File: config.mk
export PLATFORM = sky130hd
export DESIGN_NAME = port_select_lock
export DESIGN_NICKNAME = d
export VERILOG_FILES = /design/src/rtl/port_select_lock_pkg.sv /design/src/rtl/port_select_lock_mux.sv /design/src/rtl/port_select_lock.sv
export SDC_FILE = /design/constraint.sdc
export NUM_CORES = 1
export LEC_CHECK = 0
export ABC_CLOCK_PERIOD_IN_PS = 5100
export CORE_AREA = 2 2 160 162
export CTS_CLUSTER_DIAMETER = 80
export DETAILED_ROUTE_END_ITERATION = 16
export DIE_AREA = 0 0 162 164
export DONT_BUFFER_PORTS = 1
export SLEW_MARGIN = 20
export SYNTH_ARGS = -nofsm -noshare
export SYNTH_HDL_FRONTEND = slang
export SYNTH_SLANG_ARGS = --single-unit
File: constraint.sdc
create_clock -name clk -period 5.1 [get_ports clk]
set_input_delay 0.765 -clock clk [delete_from_list [all_inputs] [get_ports clk]]
set_output_delay 0.765 -clock clk [all_outputs]
set_load 0.01 [all_outputs]
File: src/rtl/port_select_lock_pkg.sv
// Shared types and helpers for the ingress-to-egress port selector.
package port_select_pkg;

    typedef enum logic {IDLE = 1'b0, LOCKED = 1'b1} state_t;

    localparam logic RD_DIR = 1'b1;

    // True when sel addresses a real port (matters for non-power-of-two counts).
    function automatic logic sel_in_range(input int sel, input int n);
        return (sel >= 0) && (sel < n);
    endfunction

endpackage

File: src/rtl/port_select_lock_mux.sv
// AND-OR N:1 mux driven by a one-hot select; an all-zero select yields zero.
module port_mux_onehot #(
    parameter int N = 4,
    parameter int W = 8
) (
    input  logic [N-1:0]   sel_oh,
    input  logic [N*W-1:0] din,
    output logic [W-1:0]   dout
);

    always_comb begin
        dout = '0;
        for (int p = 0; p < N; p++)
            dout |= din[p*W +: W] & {W{sel_oh[p]}};
    end

endmodule

File: src/rtl/port_select_lock.sv
// N-port ingress selector that holds the chosen port for a whole transaction,
// with a watchdog that forces the lock open after TIMEOUT locked cycles.
module port_select_lock
    import port_select_pkg::*;
#(
    parameter int NUM_PORTS = 4,
    parameter int SEL_W     = $clog2(NUM_PORTS),
    parameter int AD_W      = 39,
    parameter int RD_W      = 32,
    parameter int SZ_W      = 2,
    parameter int TIMEOUT   = 1024
) (
    input  logic                      clk,
    input  logic                      rst,
    input  logic [SEL_W-1:0]          ig_sel,
    input  logic [NUM_PORTS-1:0]      int_read_write_i,
    input  logic [NUM_PORTS-1:0]      int_valid_i,
    input  logic [NUM_PORTS-1:0]      trans_started_i,
    input  logic [NUM_PORTS-1:0]      current_read_write_i,
    input  logic [NUM_PORTS*SZ_W-1:0] int_size_i,
    input  logic [NUM_PORTS*AD_W-1:0] int_addr_data_i,
    output logic [NUM_PORTS-1:0]      int_ready_o,
    output logic [NUM_PORTS-1:0]      new_tran_o,
    output logic [NUM_PORTS-1:0]      int_read_done_o,
    output logic [NUM_PORTS*RD_W-1:0] int2ig_data_o,
    output logic                      int_read_write,
    output logic                      int_valid,
    output logic                      trans_started,
    output logic                      current_read_write,
    output logic [SZ_W-1:0]           int_size,
    output logic [AD_W-1:0]           int_addr_data,
    input  logic                      int_ready,
    input  logic                      new_tran,
    input  logic [RD_W-1:0]           int2ig_data,
    input  logic                      int_read_done,
    output logic                      sel_locked,
    output logic [SEL_W-1:0]          cur_sel,
    output logic                      timeout_err
);

    localparam int WD_W = (TIMEOUT > 0) ? $clog2(TIMEOUT + 1) : 1;
    localparam logic [WD_W-1:0] WD_LAST = (TIMEOUT > 0) ? WD_W'(TIMEOUT - 1) : '0;

    state_t               state_q, state_d;
    logic [SEL_W-1:0]     sel_q;
    logic [WD_W-1:0]      wd_cnt;
    logic [SEL_W-1:0]     eff_sel;
    logic [NUM_PORTS-1:0] sel_oh;
    logic [NUM_PORTS*4-1:0] req_bits;
    logic                 mux_valid, mux_ts;
    logic                 release_req, wd_fire;

    assign eff_sel    = (state_q == LOCKED) ? sel_q : ig_sel;
    assign cur_sel    = eff_sel;
    assign sel_locked = (state_q == LOCKED);

    always_comb begin
        sel_oh = '0;
        for (int p = 0; p < NUM_PORTS; p++)
            sel_oh[p] = sel_in_range(int'(eff_sel), NUM_PORTS) && (eff_sel == SEL_W'(p));
    end

    // The four 1-bit request fields share one mux, packed per port.
    for (genvar p = 0; p < NUM_PORTS; p++) begin : g_req
        assign req_bits[p*4 +: 4] = {int_read_write_i[p], int_valid_i[p],
                                     trans_started_i[p], current_read_write_i[p]};
    end

    port_mux_onehot #(.N(NUM_PORTS), .W(4)) u_mux_bits (
        .sel_oh (sel_oh),
        .din    (req_bits),
        .dout   ({int_read_write, mux_valid, mux_ts, current_read_write})
    );

    port_mux_onehot #(.N(NUM_PORTS), .W(SZ_W)) u_mux_size (
        .sel_oh (sel_oh),
        .din    (int_size_i),
        .dout   (int_size)
    );

    port_mux_onehot #(.N(NUM_PORTS), .W(AD_W)) u_mux_ad (
        .sel_oh (sel_oh),
        .din    (int_addr_data_i),
        .dout   (int_addr_data)
    );

    assign int_valid     = mux_valid & ~rst;
    assign trans_started = mux_ts & ~rst;

    assign int_ready_o     = sel_oh & {NUM_PORTS{int_ready & ~rst}};
    assign new_tran_o      = sel_oh & {NUM_PORTS{new_tran & ~rst}};
    assign int_read_done_o = sel_oh & {NUM_PORTS{int_read_done & ~rst}};
    assign int2ig_data_o   = {NUM_PORTS{int2ig_data}};

    assign release_req = new_tran | (int_read_done & (current_read_write == RD_DIR));
    assign wd_fire     = (TIMEOUT != 0) && (wd_cnt == WD_LAST) && !release_req;
    assign timeout_err = (state_q == LOCKED) && wd_fire;

    always_comb begin
        state_d = state_q;
        case (state_q)
            IDLE:    if (int_valid && int_ready) state_d = LOCKED;
            LOCKED:  if (release_req || wd_fire) state_d = IDLE;
            default: state_d = IDLE;
        endcase
    end

    always_ff @(posedge clk or posedge rst) begin
        if (rst) begin
            state_q <= IDLE;
            sel_q   <= '0;
            wd_cnt  <= '0;
        end else begin
            state_q <= state_d;
            if (state_q == IDLE && state_d == LOCKED)
                sel_q <= ig_sel;
            // Counter restarts on every lock entry and sits at zero while idle.
            if (state_q != LOCKED || state_d != LOCKED)
                wd_cnt <= '0;
            else if (wd_cnt != '1)
                wd_cnt <= wd_cnt + 1'b1;
        end
    end

endmodule

==> impl_metrics.ini, run 1 <==
[timing]
slew_headroom_pct = 36.5
finalSetupTns_ns = 0
slew_viol_final = 0
period_share_pct = 73.1
fmaxAchievable_mhz = 268
rsz0062_at_grt = no
worstMarginPinSlew_ns = 0.952
fin_crit_ns = 3.73
setup_viol_count_final = 0
hold_viol = 0
clock_skew_ns = 0.00214

[floorplan]
dieArea_um2 = 26600
initial_utilization_pct = 13.5
fp.dieH_um = 164
core.rowCount = 58
io-pin-count = 408
dieWidth_um = 162
core_area_um2 = 24800

[synthesis]
synth-edff-count = 0
yosysTopAreaCellShare_pct = 29.7
yosysMostFrequentCell = nand2_1
muxShareOfSynthArea_pct = 4.51
synth-simple-area-share_pct = 36.5
synth_nets = 756
async_reset_ff_share_pct = 100
yosys-top-cells-area = buf_4, nand2_1, dfrtp_1, and3_1, a31oi_1
synthAdderAreaFrac_pct = 0.373
synth_top_cell_by_area = buf_4
synthXorXnorAreaFrac_pct = 0.783
synth-main-ff-cell = dfrtp_1
postSynthAreaPerCell_um2 = 6.26
synth_area_um2 = 3360
yosysUniqueCellTypes = 44
synth_commonest_cells = nand2_1, buf_4, and3_1, a31oi_1, nor2_1
synth_top_family_by_area = simple AND/OR/NAND/NOR gates
synth_compound_gate_area_share_pct = 13.0
synth-seq-area-share_pct = 10.4
ys_ff_latch = 14
yosysWarnings = 0
netlist_instances = 536

[clock_tree]
clock_sinks = 14
hold_buffers = 0
cts_resized = 0
cts_tree = yes
post_cts_buffers = 0
root_buffer = clkbuf_16
cts_buffers = 3
clk_pin_slew_ns = 0.05
clkLatencyLatePin_ns = 0.25
cts_buffer_depth = 2
htreeDepth = 1

[critical_path]
timing.rr.start = sel_locked
rr_endpoint = sel_q[0]
critPathKind = reg -> out
endpoint = int_addr_data[17]
startpoint_type = register
required_ns = 4.34
end_kind = output port
cp-startpoint = sel_locked
r2r_slack_ns = 2.41
crit_fanout = 86
r2r_cells = 5
arrival_ns = 2.96

[grt]
grt_max_degree = 87
grt_pass1_vias = 2840
antenna_found_initial = 2
grt_pass1_wl_um = 20300
grt.total_usage_pct = 10.6
overflow = 0

[final_layout]
diodes = 0
nNetsFinal = 606
fillers = 2948
drive_above_1_share_pct = 5.97
area_growth_pct = -16.9

[drt]
vias = 3132
ant_nets = 0
viasPerCell = 4.38
dr.pass1.iters = 5
wl_per_cell_um = 21.2
drc_errors = 0
drtIter0Drc = 263
wl_um = 15200

[pwr]
power_density_nw_per_um2 = 235
ir_drop_mv = 0.0869
p_leak_nw = 1.12
finalPower_w = 0.000654

[hold_path]
worstHoldPathType = in -> async

[run]
max-cap-violations = 0

[place]
dp_hpwl_um = 12400
gp_congestion = 0.883
io_buffers = 0

[outcome]
status = finished clean
==> layout make-up <==
cell class | count | area [um^2] | area share [%]
Inverter | 7 | 27.5 | 0.987
Tap cell | 330 | 413 | 14.8
Multi-Input combinational cell | 354 | 1870 | 66.9
Timing Repair Buffer | 6 | 45.0 | 1.61
Sequential cell | 14 | 350 | 12.6
Clock buffer | 4 | 88.8 | 3.18
==> worst min-delay path by stage <==
stage | start | to | slack (ns) | cells past startpoint
after floorplan | wd_cnt[8] | wd_cnt[8] | 0.51 | 1
after global placement | wd_cnt[8] | wd_cnt[8] | 0.55 | 1
after global routing | rst | wd_cnt[0] | 0.56 | 1
after CTS | rst | sel_q[1] | 0.51 | 1
final | rst | wd_cnt[9] | 0.49 | 1
after detailed placement | wd_cnt[8] | wd_cnt[8] | 0.55 | 1
==> worst max-delay path, stage by stage, from the launching register on <==
cell and delay (ns):
dfrtp_1 0.81, mux2i_4 0.36, buf_4 0.66, nand2_1 0.12, and3_1 0.19, a31oi_1 0.42
==> stage by stage <==
step	cell area [um^2]	util (%)	hold slack [ns]	setup WS, ns	instances
3_5_place_dp	2700	10.9	0.551	1.61	711
3_3_place_gp	2700	10.9	0.546	1.66	711
4_1_cts	2790	11.2	0.508	1.33	715
6_report	2790	11.2	0.491	1.37	715
5_1_grt	2790	11.2	0.556	1.12	715
2_1_floorplan	3360	-	0.514	2.35	536
==> placed cells by master (no fill, tap or decap), types with 2 or more instances in the layout <==
cell       synthesis  routed
buf_4            133       6
nand3_1            3       3
a211oi_1           3       3
nand2b_1           2       2
and3_1            45      45
dfrtp_1           14      14
nor2_1            20      20
nand4_1            3       3
mux2i_4            1       2
o31ai_1            3       3
o21ai_0            6       6
xor2_1             2       2
mux2i_1            5       4
nand2_1          178     178
mux4_2             2       2
nor3_1            11      11
mux2_2             3       3
nor3b_1            2       2
clkbuf_16          0       3
a31oi_1           43      43
a32oi_1            2       2
inv_1              6       6
a21oi_1            2       2
==> kinds of logic (layout without fill, tap and decap cells) <==
family | count (synthesis) | after routing
adder cells (fa/ha/maj) | 1 | 1
AO/OA/AOI/OAI | 65 | 65
AND/OR/NAND/NOR | 274 | 274
buffers and inverters | 168 | 17
multiplexers | 11 | 11
flip-flops | 14 | 14
XOR/XNOR | 3 | 3
==> flip-flops by register name, indices dropped and copies added (netlist names) <==
signal and count:
wd_cnt 11, sel_locked 1, sel_q 2
==> report_power, final <==
group          internal (W)  switching [W]  total [W]
logic              0.000106       0.000249   0.000355
registers          0.000116      0.0000158   0.000132
clock network      0.000119      0.0000486   0.000168
==> routing by layer <==
metal	up-vias	global-route usage (%)	routed length, um
met3	62	3.59	1620
met2	252	16.9	7090
met1	1452	13.2	5950
met5	-	0	13
li1	1364	-	-
met4	2	3.98	516
Note: power is estimated with default switching activity, not from simulation.
==> run 2: changes to the inputs <==
--- a/config.mk
+++ b/config.mk
@@ -5,11 +5,12 @@
 export SDC_FILE = /design/constraint.sdc
 export NUM_CORES = 1
 export LEC_CHECK = 0
-export ABC_CLOCK_PERIOD_IN_PS = 5100
-export CORE_AREA = 2 2 160 162
+export ABC_AREA = 1
+export ABC_CLOCK_PERIOD_IN_PS = 3600
+export CORE_AREA = 2 2 159 161
 export CTS_CLUSTER_DIAMETER = 80
 export DETAILED_ROUTE_END_ITERATION = 16
-export DIE_AREA = 0 0 162 164
+export DIE_AREA = 0 0 161 163
 export DONT_BUFFER_PORTS = 1
 export SLEW_MARGIN = 20
 export SYNTH_ARGS = -nofsm -noshare
==> constraint.sdc (replaced) <==
create_clock -name clk -period 3.6 [get_ports clk]
set_input_delay 0.54 -clock clk [delete_from_list [all_inputs] [get_ports clk]]
set_output_delay 0.54 -clock clk [all_outputs]
set_load 0.01 [all_outputs]
==> run 2 against run 1 <==
Against the previous run:
- final area fell by 8.4%
- wire length fell by 19%
- die area fell by 1.2%
- critical path depth rose by 3
- utilization fell by 0.88 points
- count of clock-buffer cells in the layout fell by 1
- clock power rose by 21%
- worst setup slack got worse by 0.67 ns
- critical path type unchanged
- largest cell class unchanged
==> impl_metrics.ini, run 2 <==
[floorplan]
core.rowCount = 58
core_area_um2 = 24700
dieWidth_um = 161
io-pin-count = 408
fp.dieH_um = 163
initial_utilization_pct = 12.3
dieArea_um2 = 26200

[grt]
antenna_found_initial = 2
overflow = 0
grt.total_usage_pct = 8.36
grt_max_degree = 28
grt_pass1_wl_um = 15800
grt_pass1_vias = 2423

[clock_tree]
cts_resized = 0
post_cts_buffers = 0
clk_pin_slew_ns = 0.04
clkLatencyLatePin_ns = 0.24
cts_buffers = 3
hold_buffers = 0
cts_buffer_depth = 2
cts_tree = yes
root_buffer = clkbuf_16
clock_sinks = 14
htreeDepth = 1

[synthesis]
yosysUniqueCellTypes = 26
synth_commonest_cells = nand2_1, buf_4, nand4_1, nor2_1, inv_1
yosys-top-cells-area = buf_4, nand2_1, dfrtp_1, nand4_1, nor2_1
postSynthAreaPerCell_um2 = 5.97
yosysWarnings = 0
synth_top_cell_by_area = buf_4
synth_area_um2 = 3040
ys_ff_latch = 14
synth-seq-area-share_pct = 11.5
synth_nets = 729
synth-edff-count = 0
netlist_instances = 509
yosysTopAreaCellShare_pct = 31.6
yosysMostFrequentCell = nand2_1
async_reset_ff_share_pct = 100
synth-main-ff-cell = dfrtp_1

[place]
dp_hpwl_um = 10400
dp_slack_ns = 0.908
gp_congestion = 0.729
dp.cells = 701
io_buffers = 0

[critical_path]
required_ns = 3.06
cp_cell_sequence = inv_2 > nand2_2 > nand2_4 > nor2_4 > nand2_1 > nand4_1 > inv_1 > nor2_1
startpoint_type = register
slowest_stage = nor2_4
arrival_ns = 2.36
crit_fanout = 19
cp_slowest_stage_delay_ns = 0.58
end_kind = output port
critPathKind = reg -> out

[hold_path]
worstHoldPathType = in -> async

[final_layout]
regArea_um2 = 350
final_cells = 704
drive_above_1_share_pct = 9.36
multi_input_comb_area_um2 = 1570
nNetsFinal = 596
area_growth_pct = -15.9
largest_reg_flops = 11
fillers = 2928
top_register = wd_cnt
layout_commonest_cell = nand2_1
final_cell_mix = nand2_1, nand4_1, nor2_1
diodes = 0

[timing]
whs_ns = 0.284
setup_viol_count_final = 0
slew_viol_final = 0
rsz0062_at_grt = no
hold_viol = 0
clock_skew_ns = 0.00168
fin_crit_ns = 2.90
fin_ws_ns = 0.705
period_share_pct = 80.4
worstMarginPinSlew_ns = 0.708
slew_headroom_pct = 52.7
finalSetupTns_ns = 0
fmaxAchievable_mhz = 345

[drt]
ant_nets = 0
dr.pass1.iters = 5
drc_errors = 0
viasPerCell = 3.91
wl_um = 12400
vias = 2752
wl_per_cell_um = 17.6
drtIter0Drc = 248

[pwr]
clkPwrFrac_pct = 10.6
p_sw_share_pct = 63.6
p_leak_nw = 0.986
switchingPower_w = 0.00122
ir_drop_mv = 0.174
finalPower_w = 0.00192
p_comb_share_pct = 78.7
pwr-share-seq_pct = 10.7
intPower_w = 0.000699
power_density_nw_per_um2 = 751

[run]
max-cap-violations = 0

[outcome]
status = finished clean
## run 2: cell types whose count changed in the layout (fill, tap and decap cells not counted), moves of 5 or more
| cell | change |
|---|---|
| nor3_1 | -8 |
| nand2_2 | +7 |
| nor2_1 | +5 |
| a31oi_1 | -43 |
| nand3_1 | +8 |
| and3_1 | -45 |
| nand4_1 | +46 |
| nand2_1 | +26 |
| inv_1 | +15 |
## run 2: final timing paths
| check | from | end | slack, ns | cells after the start |
|---|---|---|---|---|
| worst max register to register | sel_locked | sel_q[1] | 1.36 | 9 |
| worst min-delay path | rst | wd_cnt[8] | 0.28 | 1 |
| min in group clk | ig_sel[0] | sel_q[0] | 0.48 | 2 |
| max in group asynchronous | rst | sel_q[1] | 2.89 | 1 |
| worst min register to register | sel_q[1] | sel_q[1] | 0.52 | 2 |
| worst max-delay path | sel_locked | int_valid | 0.70 | 8 |
## run 2: per-stage QoR
step           cell area [um^2]  util [%]
3_5_place_dp               2480      10.1
4_1_cts                    2560      10.4
5_1_grt                    2560      10.4
2_1_floorplan              3040         -
6_report                   2560      10.4
3_3_place_gp               2480      10.1
## run 2: critical path: cells and delay by family, from the launching register on
kind,cells,cell delay (ns)
buf+inv,2,0.20
flops,1,0.52
simple gates,6,1.38
## run 2: cell type report
type                    instances  area share [%]
clock buffers                   3            2.94
inverters                      22            3.23
multi-input cells             329            61.2
flip-flops and latches         14            13.7
well taps                     330            16.2
repair buffers                  6            2.74
## run 2: power by group through the flow
stage / Sequential (W) / Clock, W / Combinational [W]
final: 0.000206 / 0.000203 / 0.00151
after global routing: 0.000211 / 0.000216 / 0.00166
after CTS: 0.000207 / 0.000208 / 0.00154
after detailed placement: 0.000209 / 0 / 0.00154
after global placement: 0.000208 / 0 / 0.00151
after floorplan: 0.000201 / 0 / 0.00125
## run 2: kinds of logic (layout without fill, tap and decap cells)
kind of cell / count (synthesis) / after routing / synth area share (%)
flops: 14 / 14 / 11.5
xor+xnor: 3 / 3 / 0.865
simple gates: 316 / 316 / 48.1
compound gates: 9 / 9 / 2.10
fa+ha+maj: 1 / 1 / 0.412
buf+inv: 166 / 31 / 37.0
## run 2: routing by layer
metal	global-route usage (%)	wire, um	vias to the layer above
met4	3.61	531	0
li1	-	-	1225
met3	3.95	1740	65
met1	9.82	4600	1240
met5	0	0	-
met2	13.0	5510	222
==> run 3: changes to the inputs <==
--- a/config.mk
+++ b/config.mk
@@ -6,7 +6,7 @@
 export NUM_CORES = 1
 export LEC_CHECK = 0
 export ABC_AREA = 1
-export ABC_CLOCK_PERIOD_IN_PS = 3600
+export ABC_CLOCK_PERIOD_IN_PS = 2800
 export CORE_AREA = 2 2 159 161
 export CTS_CLUSTER_DIAMETER = 80
 export DETAILED_ROUTE_END_ITERATION = 16
==> constraint.sdc (replaced) <==
create_clock -name clk -period 2.8 [get_ports clk]
set_input_delay 0.42 -clock clk [delete_from_list [all_inputs] [get_ports clk]]
set_output_delay 0.42 -clock clk [all_outputs]
set_load 0.01 [all_outputs]
==> run 3 against run 2 <==
Against the previous run:
- via count increased by 0.55%
- hold slack got worse by 0.20 ns
- final area about the same
- utilization about the same
- critical path type unchanged
- clock skew decreased by 0.00099 ns
- clock power increased by 30%
- wire length decreased by 1.7%
- non-clock buffer count increased by 2
- global-route usage decreased by 0.26 points
- count of clock-buffer cells in the layout unchanged
- combinational power increased by 26%
- sequential share of layout area about the same
==> impl_metrics.ini, run 3 (synthesis gave the netlist of run 2 again) <==
[timing]
rsz0062_at_grt = no
period_share_pct = 89.4
fmaxAchievable_mhz = 400
setup_viol_count_final = 0
clock_skew_ns = 0.000684
fin_ws_ns = 0.298
slew_headroom_pct = 71.6
slew_viol_final = 0
fin_crit_ns = 2.50
hold_viol = 0
finalSetupTns_ns = 0
worstMarginPinSlew_ns = 0.424

[final_layout]
top_register = wd_cnt
largest_reg_flops = 11
drive_above_1_share_pct = 9.84
regArea_um2 = 350
final_cell_mix = nand2_1, nand4_1, nor2_1
layout_commonest_cell = nand2_1
nNetsFinal = 598
diodes = 0
final_cells = 706
multi_input_comb_area_um2 = 1570
area_growth_pct = -15.8
post-route-util_pct = 10.4
fillers = 2899

[floorplan]
fp.dieH_um = 163
dieArea_um2 = 26200
initial_utilization_pct = 12.3
core_area_um2 = 24700
dieWidth_um = 161
io-pin-count = 408
core.rowCount = 58

[clock_tree]
hold_buffers = 0
root_buffer = clkbuf_16
cts_tree = yes
clk_pin_slew_ns = 0.04
post_cts_buffers = 0
cts_buffers = 3
clock_sinks = 14
cts_buffer_depth = 2
htreeDepth = 1
clkLatencyLatePin_ns = 0.24
cts_resized = 0

[pwr]
finalPower_w = 0.00244
p_leak_nw = 0.991
power_density_nw_per_um2 = 955
ir_drop_mv = 0.755

[run]
max-cap-violations = 0

[drt]
dr.pass1.iters = 5
drtIter0Drc = 262
wl_um = 12200
viasPerCell = 3.92
wl_per_cell_um = 17.2
drc_errors = 0
vias = 2767
ant_nets = 0

[critical_path]
critPathKind = reg -> out
end_kind = output port
rr_endpoint = wd_cnt[3]
timing.rr.start = wd_cnt[0]
startpoint_type = register
required_ns = 2.38
r2r_slack_ns = 1.01
r2r_cells = 8
arrival_ns = 2.08
crit_fanout = 33

[grt]
grt_max_degree = 45
overflow = 0
grt_pass1_vias = 2385
antenna_found_initial = 2
grt.total_usage_pct = 8.10
grt_pass1_wl_um = 15500

[place]
dp_hpwl_um = 10100
dp.cells = 703
dp_slack_ns = 0.485
gp_congestion = 0.809
io_buffers = 0

[hold_path]
worstHoldPathType = in -> async

[outcome]
status = finished clean
[run 3: cell types whose count changed in the layout (fill, tap and decap cells not counted)]
| cell | delta |
|---|---|
| buf_4 | +3 |
| buf_12 | -1 |
[run 3: layer usage]
metal	vias to the layer above	global-route usage (%)	part of all wire, %
li1	1235	-	-
met4	0	3.98	4.5
met5	-	0	0
met2	208	12.9	45
met1	1265	9.39	36
met3	59	3.44	15
[run 3: metrics by stage]
| stage | cell area, um^2 | hold slack [ns] |
|---|---|---|
| final | 2560 | 0.0800 |
| after global routing | 2560 | 0.107 |
| after CTS | 2560 | 0.0835 |
| after detailed placement | 2480 | 0.336 |
| after global placement | 2480 | 0.338 |
| after floorplan | 3040 | 0.342 |
[run 3: worst max-delay path, cell delays in order (launching register included)]
cell	delay [ns]
dfrtp_1	0.57
inv_2	0.14
nand2_2	0.10
nand2_4	0.10
nor2_4	0.14
buf_4	0.36
nand2_1	0.20
nand4_1	0.20
[run 3: final cells by class]
class / count / area share (%)
Clock buffer: 3 / 2.93
Inverter: 22 / 3.23
Multi-Input combinational cell: 329 / 61.2
Sequential cell: 14 / 13.7
Tap cell: 330 / 16.1
Timing Repair Buffer: 8 / 2.84
[run 3: worst max path at each step]
stage | start | end | slack [ns]
after floorplan | wd_cnt[0] | timeout_err | 0.90
after global placement | sel_locked | int_addr_data[2] | 0.55
after detailed placement | sel_locked | int_addr_data[2] | 0.48
after CTS | sel_locked | int_addr_data[2] | 0.22
after global routing | sel_locked | int_addr_data[2] | 0.13
final | sel_locked | int_addr_data[2] | 0.30
[run 3: power by group]
group          total (W)  internal, W  switching [W]
combinational    0.00191     0.000474        0.00144
sequential      0.000266     0.000228      0.0000381
clock           0.000264     0.000186      0.0000777
